[src/rtl/riscv_test_monitor_pkg.sv]
// Shared definitions for the RISC-V end-of-test monitor: the monitor state
// encoding, the default register indices of the test harness convention, and
// the register-file port geometry.
package riscv_test_pkg;

    // Default register indices used by the riscv-tests style harness.
    localparam int TEST_DONE_REG   = 26;
    localparam int TEST_RESULT_REG = 27;
    localparam int TEST_NUM_REG    = 3;

    // Register-file geometry of one write-back port.
    localparam int REG_ADDR_W = 5;
    localparam int REG_DATA_W = 32;

    typedef enum logic [2:0] {
        ST_IDLE,
        ST_RUN,
        ST_SETTLE,
        ST_PASS,
        ST_FAIL,
        ST_TIMEOUT
    } test_mon_state_t;

    // True in the states that hold a final verdict.
    function automatic logic is_verdict(input test_mon_state_t st);
        return (st == ST_PASS) || (st == ST_FAIL) || (st == ST_TIMEOUT);
    endfunction

endpackage

[src/rtl/riscv_test_monitor_shadow.sv]
// test_mon_shadow: shadow copy of a single architectural register, built by
// snooping NUM_WB register-file write-back ports. When several ports write the
// register in the same cycle, the highest port index (youngest in program
// order) wins. Writes to x0 never land, so REG_IDX = 0 yields a constant 0.
module test_mon_shadow
    import riscv_test_pkg::*;
#(
    parameter int NUM_WB  = 1,
    parameter int REG_IDX = 0
) (
    input  logic                         clk,
    input  logic                         rst,
    input  logic                         clear,
    input  logic                         capture,
    input  logic [NUM_WB-1:0]            wb_we,
    input  logic [REG_ADDR_W*NUM_WB-1:0] wb_addr,
    input  logic [REG_DATA_W*NUM_WB-1:0] wb_data,
    output logic [REG_DATA_W-1:0]        value
);

    localparam logic [REG_ADDR_W-1:0] IDX      = REG_ADDR_W'(REG_IDX);
    localparam bit                    WRITABLE = (REG_IDX != 0);

    logic                  hit;
    logic [REG_DATA_W-1:0] hit_data;

    // Resolve which port (if any) writes this register; later ports override earlier ones.
    always_comb begin
        // NOTE: every variable gets a default before the loop so no path leaves it unassigned (no latch).
        hit      = 1'b0;
        hit_data = '0;
        for (int k = 0; k < NUM_WB; k++) begin
            if (WRITABLE && wb_we[k] &&
                (wb_addr[REG_ADDR_W*k +: REG_ADDR_W] == IDX)) begin
                hit      = 1'b1;
                hit_data = wb_data[REG_DATA_W*k +: REG_DATA_W];
            end
        end
    end

    // Shadow register: cleared on reset or re-arm, updated only while capturing.
    always_ff @(posedge clk) begin
        // NOTE: the shadow is a plain flop with an explicit reset value, so it must be cleared here; non-blocking keeps every flop sampling pre-edge values.
        if (rst || clear) begin
            value <= '0;
        end else if (capture && hit) begin
            value <= hit_data;
        end
    end

endmodule

[src/rtl/riscv_test_monitor.sv]
// riscv_test_monitor: end-of-test monitor for the RISC-V SoC.
// Snoops the register-file write-back ports, shadows the done, result and
// test-number registers, waits SETTLE_CYCLES after done is seen and then
// latches a sticky pass/fail verdict together with cycle and retired
// instruction counts.
// Optional watchdog: define RISCV_TEST_MONITOR_TIMEOUT_EN to make RUN exit to
// TIMEOUT after TIMEOUT_CYCLES; without it timeout_o is tied to 0.
module riscv_test_monitor
    import riscv_test_pkg::*;
#(
    parameter int NUM_WB         = 1,
    parameter int DONE_REG       = TEST_DONE_REG,
    parameter int RESULT_REG     = TEST_RESULT_REG,
    parameter int TESTNUM_REG    = TEST_NUM_REG,
    parameter int SETTLE_CYCLES  = 5,
    parameter int TIMEOUT_CYCLES = 100000,
    parameter int CNT_W          = 32
) (
    input  logic                         clk,
    input  logic                         rst,
    input  logic                         start_i,
    input  logic [NUM_WB-1:0]            wb_we_i,
    input  logic [REG_ADDR_W*NUM_WB-1:0] wb_addr_i,
    input  logic [REG_DATA_W*NUM_WB-1:0] wb_data_i,
    input  logic [NUM_WB-1:0]            retire_i,
    output logic                         done_o,
    output logic                         pass_o,
    output logic                         fail_o,
    output logic                         timeout_o,
    output logic [REG_DATA_W-1:0]        testnum_o,
    output logic [CNT_W-1:0]             cycle_cnt_o,
    output logic [CNT_W-1:0]             instret_o
);

    localparam int                  SETTLE_W    = $clog2(SETTLE_CYCLES + 1);
    localparam logic [SETTLE_W-1:0] SETTLE_LAST = SETTLE_W'(SETTLE_CYCLES - 1);
    localparam int                  POP_W       = $clog2(NUM_WB + 1);

    test_mon_state_t       state;
    logic [SETTLE_W-1:0]   settle_cnt;
    logic [CNT_W-1:0]      cycle_cnt;
    logic [CNT_W-1:0]      instret;
    logic [POP_W-1:0]      retire_cnt;
    logic [CNT_W:0]        instret_sum;
    logic [REG_DATA_W-1:0] shadow_done;
    logic [REG_DATA_W-1:0] shadow_result;
    logic [REG_DATA_W-1:0] shadow_testnum;
    logic                  arm;
    logic                  active;

    // Re-arming is possible from IDLE and from any verdict state; RUN and SETTLE ignore start_i.
    assign arm    = start_i && ((state == ST_IDLE) || is_verdict(state));
    assign active = (state == ST_RUN) || (state == ST_SETTLE);

`ifdef RISCV_TEST_MONITOR_TIMEOUT_EN
    localparam logic [CNT_W-1:0] TIMEOUT_LAST = CNT_W'(TIMEOUT_CYCLES - 1);

    logic timeout_q;
    logic timeout_hit;

    // The count reaches TIMEOUT_CYCLES on the same edge that enters TIMEOUT.
    assign timeout_hit = (cycle_cnt >= TIMEOUT_LAST);
    assign timeout_o   = timeout_q;
`else
    assign timeout_o = 1'b0;
`endif

    test_mon_shadow #(.NUM_WB(NUM_WB), .REG_IDX(DONE_REG)) u_shadow_done (
        .clk     (clk),
        .rst     (rst),
        .clear   (arm),
        .capture (active),
        .wb_we   (wb_we_i),
        .wb_addr (wb_addr_i),
        .wb_data (wb_data_i),
        .value   (shadow_done)
    );

    test_mon_shadow #(.NUM_WB(NUM_WB), .REG_IDX(RESULT_REG)) u_shadow_result (
        .clk     (clk),
        .rst     (rst),
        .clear   (arm),
        .capture (active),
        .wb_we   (wb_we_i),
        .wb_addr (wb_addr_i),
        .wb_data (wb_data_i),
        .value   (shadow_result)
    );

    test_mon_shadow #(.NUM_WB(NUM_WB), .REG_IDX(TESTNUM_REG)) u_shadow_testnum (
        .clk     (clk),
        .rst     (rst),
        .clear   (arm),
        .capture (active),
        .wb_we   (wb_we_i),
        .wb_addr (wb_addr_i),
        .wb_data (wb_data_i),
        .value   (shadow_testnum)
    );

    // Number of instructions retired this cycle across all ports.
    always_comb begin
        retire_cnt = '0;
        for (int k = 0; k < NUM_WB; k++) begin
            retire_cnt = retire_cnt + POP_W'(retire_i[k]);
        end
    end

    // One extra bit catches the carry so the counter can saturate instead of wrapping.
    assign instret_sum = {1'b0, instret} + (CNT_W + 1)'(retire_cnt);

    // Cycle and instret counters: cleared on arm, saturating while RUN or SETTLE.
    always_ff @(posedge clk) begin
        if (rst || arm) begin
            cycle_cnt <= '0;
            instret   <= '0;
        end else if (active) begin
            if (cycle_cnt != '1) begin
                cycle_cnt <= cycle_cnt + CNT_W'(1);
            end
            instret <= instret_sum[CNT_W] ? '1 : instret_sum[CNT_W-1:0];
        end
    end

    // Monitor FSM with registered verdict flags.
    always_ff @(posedge clk) begin
        if (rst) begin
            state      <= ST_IDLE;
            settle_cnt <= '0;
            done_o     <= 1'b0;
            pass_o     <= 1'b0;
            fail_o     <= 1'b0;
`ifdef RISCV_TEST_MONITOR_TIMEOUT_EN
            timeout_q  <= 1'b0;
`endif
        end else begin
            case (state)
                ST_IDLE: begin
                    if (start_i) begin
                        state <= ST_RUN;
                    end
                end
                ST_RUN: begin
                    // Done is checked first so it wins over a simultaneous timeout.
                    if (shadow_done == REG_DATA_W'(1)) begin
                        state      <= ST_SETTLE;
                        settle_cnt <= '0;
                    end
`ifdef RISCV_TEST_MONITOR_TIMEOUT_EN
                    else if (timeout_hit) begin
                        state     <= ST_TIMEOUT;
                        done_o    <= 1'b1;
                        timeout_q <= 1'b1;
                    end
`endif
                end
                ST_SETTLE: begin
                    if (settle_cnt == SETTLE_LAST) begin
                        done_o <= 1'b1;
                        if (shadow_result == REG_DATA_W'(1)) begin
                            state  <= ST_PASS;
                            pass_o <= 1'b1;
                        end else begin
                            state  <= ST_FAIL;
                            fail_o <= 1'b1;
                        end
                    end else begin
                        settle_cnt <= settle_cnt + SETTLE_W'(1);
                    end
                end
                ST_PASS, ST_FAIL, ST_TIMEOUT: begin
                    if (start_i) begin
                        state     <= ST_RUN;
                        done_o    <= 1'b0;
                        pass_o    <= 1'b0;
                        fail_o    <= 1'b0;
`ifdef RISCV_TEST_MONITOR_TIMEOUT_EN
                        timeout_q <= 1'b0;
`endif
                    end
                end
                default: begin
                    state <= ST_IDLE;
                end
            endcase
        end
    end

    assign testnum_o   = shadow_testnum;
    assign cycle_cnt_o = cycle_cnt;
    assign instret_o   = instret;

endmodule

[config.mk]
export PLATFORM = sky130hd
export DESIGN_NAME = riscv_test_monitor
export DESIGN_NICKNAME = d
export VERILOG_FILES = /design/src/rtl/riscv_test_monitor_pkg.sv /design/src/rtl/riscv_test_monitor_shadow.sv /design/src/rtl/riscv_test_monitor.sv
export SDC_FILE = /design/constraint.sdc
export NUM_CORES = 1
export LEC_CHECK = 0
export CAP_MARGIN = 20
export CORE_ASPECT_RATIO = 1.75
export CORE_MARGIN = 4
export CORE_UTILIZATION = 27
export DETAILED_ROUTE_END_ITERATION = 10
export PLACE_DENSITY_LB_ADDON = 0.15
export SYNTH_ARGS = -nofsm -noshare
export SYNTH_HDL_FRONTEND = slang
export SYNTH_HIERARCHICAL = 1
export SYNTH_SLANG_ARGS = --single-unit
[constraint.sdc]
create_clock -name clk -period 5.4 [get_ports clk]
set_input_delay 0.54 -clock clk [delete_from_list [all_inputs] [get_ports clk]]
set_output_delay 0.54 -clock clk [all_outputs]
set_load 0.02 [all_outputs]
==> results.toml <==
[worst_setup_path]
crit_required_ns = 5.71
cp.arrival_ns = 3.23
r2r-start = "state[1]"
worstPathCellList = "xor2_2, nand2_1, clkinv_1, and4b_1, buf_4, and2_4, o21ai_0"
critPathLaunchType = "register"
worst-path-max-fanout = 33
crit_type = "register to register"
r2r_cells = 7
r2r_setup_slack_ns = 2.48
r2r_end = "u_shadow_result/value[26]"
max_stage_delay_ns = 0.65
cp_slowest_cell = "dfxtp_1"
endpoint_kind = "register"

[clock_network]
h-tree-depth = 4
cts.sinks = 169
postCtsSetupBuffers = 0
clkTransAtPathRegs_ns = 0.07
cts_resized = 0
cts_tree = "yes"
clockBufferDepth = 2
postCtsHoldBufs = 0
clk_latency_ns = 0.45
cts_buffers = 17
clock-root-buffer = "clkbuf_16"

[logic_synthesis]
syn_area_um2 = 8310
synth_flop_cell = "dfxtp_1"
synth_cell_types = 74
synth_cells = 941
synth_edf_count = 0
synthesis.nets = 988
synth_seq_area_share = 0.4071
async_flop_share = 0
yosys_register_bits = 169
postSynthAreaPerCell_um2 = 8.832
yosys_warnings = 6

[grt]
grt_use_total = 0.1549
grt_util_met2 = 0.2779
antenna_found_initial = 0
grt_pass1_vias = 7453
grt_overflow_total = 0
met3_usage = 0.02746
grtUsageMet1 = 0.1824
top_usage_layer = "met2"
grt_max_degree = 65
grt_first_pass_wirelength_mm = 41.98

[placement]
port_buffers = 140
dp_hpwl_mm = 18.57
postPlaceCellArea_um2 = 9794
gp_congestion = 0.7732

[timing]
setup_viol = 0
period_share = 0.5415
clock.fmax_ghz = 0.3420
hold_viol = 0
final.setup.tns_ns = 0
slew_viol_final = 0
clock_skew_ns = 0.008966
period_minus_slack_ns = 2.924
worst_pin_slew_ns = 0.9519
grt_setup_unrepaired = "no"
relSlewSlack = 0.3490

[cells_and_area]
antenna_cells = 0
final_layout_size_suffix_gt1_frac = 0.1563
mostFrequentLayoutCells = "dfxtp_1, nand2_1, clkdlybuf4s50_1"
layout_commonest_cell = "dfxtp_1"
fin_nets = 1091
postLayoutCellArea_um2 = 10450
syn2layout_area_growth_pct = 25.73

[power_and_ir_drop]
ir_worst_vdd_mv = 0.2304
leakagePower_nw = 3.347
power_density_nw_per_um2 = 261.5

[hold_path]
min_to = "u_shadow_done/value[0]"
min_from = "u_shadow_done/value[0]"
hold_depth = 2
hp-class = "register to register"

[route]
postRouteAntennaNets = 0
vias_per_cell = 5.204
routed_wl_mm = 25.82
route.vias.total = 7510
first_pass_iters = 6
avgRoutedWirePerCell_um = 17.90
drc = 0
drt_iter0_drc = 381

[die]
io_pins = 142
die_area_um2 = 33760
core_area_um2 = 30270
fp.dieW_um = 140.6
start_util = 0.2746
die_h_um = 240.1
row_count = 84

[job]
maxCapViolCount = 0

[run_status]
status = "finished, final reports clean"
[logic make-up (layout without fill, tap and decap cells)]
family | after synthesis | in the layout | share of synthesized area
compound gates | 217 | 217 | 0.1923
mux | 4 | 4 | 0.004818
other cells | 1 | 1 | 0.0004512
flops | 169 | 169 | 0.4071
fa+ha+maj | 5 | 5 | 0.007528
simple gates | 436 | 436 | 0.2934
buf+inv | 87 | 202 | 0.06850
xor+xnor | 22 | 22 | 0.02590
[cell usage after synthesis (4+ instances only)]
cell type | number | share of area
dfxtp_1 | 169 | 0.41
nand2_1 | 140 | 0.063
nand4_1 | 119 | 0.090
o21ai_2 | 90 | 0.095
a21oi_1 | 48 | 0.029
buf_2 | 40 | 0.024
nand3_1 | 29 | 0.017
nor4_1 | 23 | 0.017
o21ai_0 | 23 | 0.014
or4_1 | 16 | 0.014
inv_1 | 15 | 0.0068
nor2_1 | 15 | 0.0068
clkbuf_1 | 14 | 0.0063
nor3_1 | 14 | 0.0084
and3_1 | 13 | 0.0098
xnor2_1 | 13 | 0.014
or3_1 | 12 | 0.0090
o211ai_1 | 11 | 0.0099
o31ai_1 | 11 | 0.0099
and4_1 | 9 | 0.0095
buf_12 | 9 | 0.022
and2_1 | 8 | 0.0060
xor2_1 | 6 | 0.0063
a31oi_1 | 5 | 0.0038
buf_6 | 5 | 0.0068
ha_1 | 5 | 0.0075
a2111oi_0 | 4 | 0.0042
mux2i_1 | 4 | 0.0048
[power breakdown]
group | switching, W | total, W | internal [W]
combinational | 0.0000999 | 0.000149 | 0.0000487
sequential | 0.00000402 | 0.00125 | 0.00125
clock | 0.000534 | 0.00133 | 0.000797
total | 0.000638 | 0.00273 | 0.00209
[through the flow]
step	setup WS, ns	instances	power [W]	utilization	hold WS (ns)
after floorplan	3.224	941	0.001359	-	0.4347
after global placement	2.227	1410	0.001430	0.3236	0.4473
after detailed placement	2.192	1410	0.001429	0.3236	0.4498
after CTS	2.363	1441	0.002771	0.3443	0.4608
after global routing	2.207	1443	0.002831	0.3452	0.4756
final	2.476	1443	0.002733	0.3452	0.4561
[layer usage]
layer	wire length, µm	up-vias
li1	-	3735
met1	10550	3584
met2	13740	158
met3	894	33
met4	646	0
met5	0	-
[worst max-delay path by stage]
stage	start	cells after the start	slack [ns]	to
after floorplan	retire_i	7	3.22	instret_o[24]
after global placement	rst	5	2.23	cycle_cnt_o[12]
after detailed placement	rst	5	2.19	cycle_cnt_o[26]
after CTS	state[2]	7	2.36	u_shadow_testnum/value[14]
after global routing	state[1]	7	2.21	u_shadow_result/value[27]
final	state[1]	7	2.48	u_shadow_result/value[26]
[critical path: cells and delay by family, from the launching register on]
kind | cells | cell delay [ns]
xor gates and xnor gates | 1 | 0.26
and+or+nand+nor | 3 | 1.03
DFF | 1 | 0.65
buffers and inverters | 2 | 0.65
AOI/OAI and AO/OA | 1 | 0.16
[state kept, by name (all words and copies together), names as in the netlist]
register                cells
u_shadow_testnum/value     32
pass_o                      1
fail_o                      1
done_o                      1
u_shadow_done/value        32
instret_o                  32
state                       3
settle_cnt                  3
cycle_cnt_o                32
u_shadow_result/value      32
[area by class of cell]
type                    count  area (µm²)
clock inverters            11       170.2
well taps                 387       484.2
repair buffers            155        1526
clock buffers              20       456.7
flip-flops and latches    169        3383
inverters                  16       60.06
multi-input cells         685        4368
fillers                  3211       19820
Note: power is estimated with default switching activity, not from simulation.
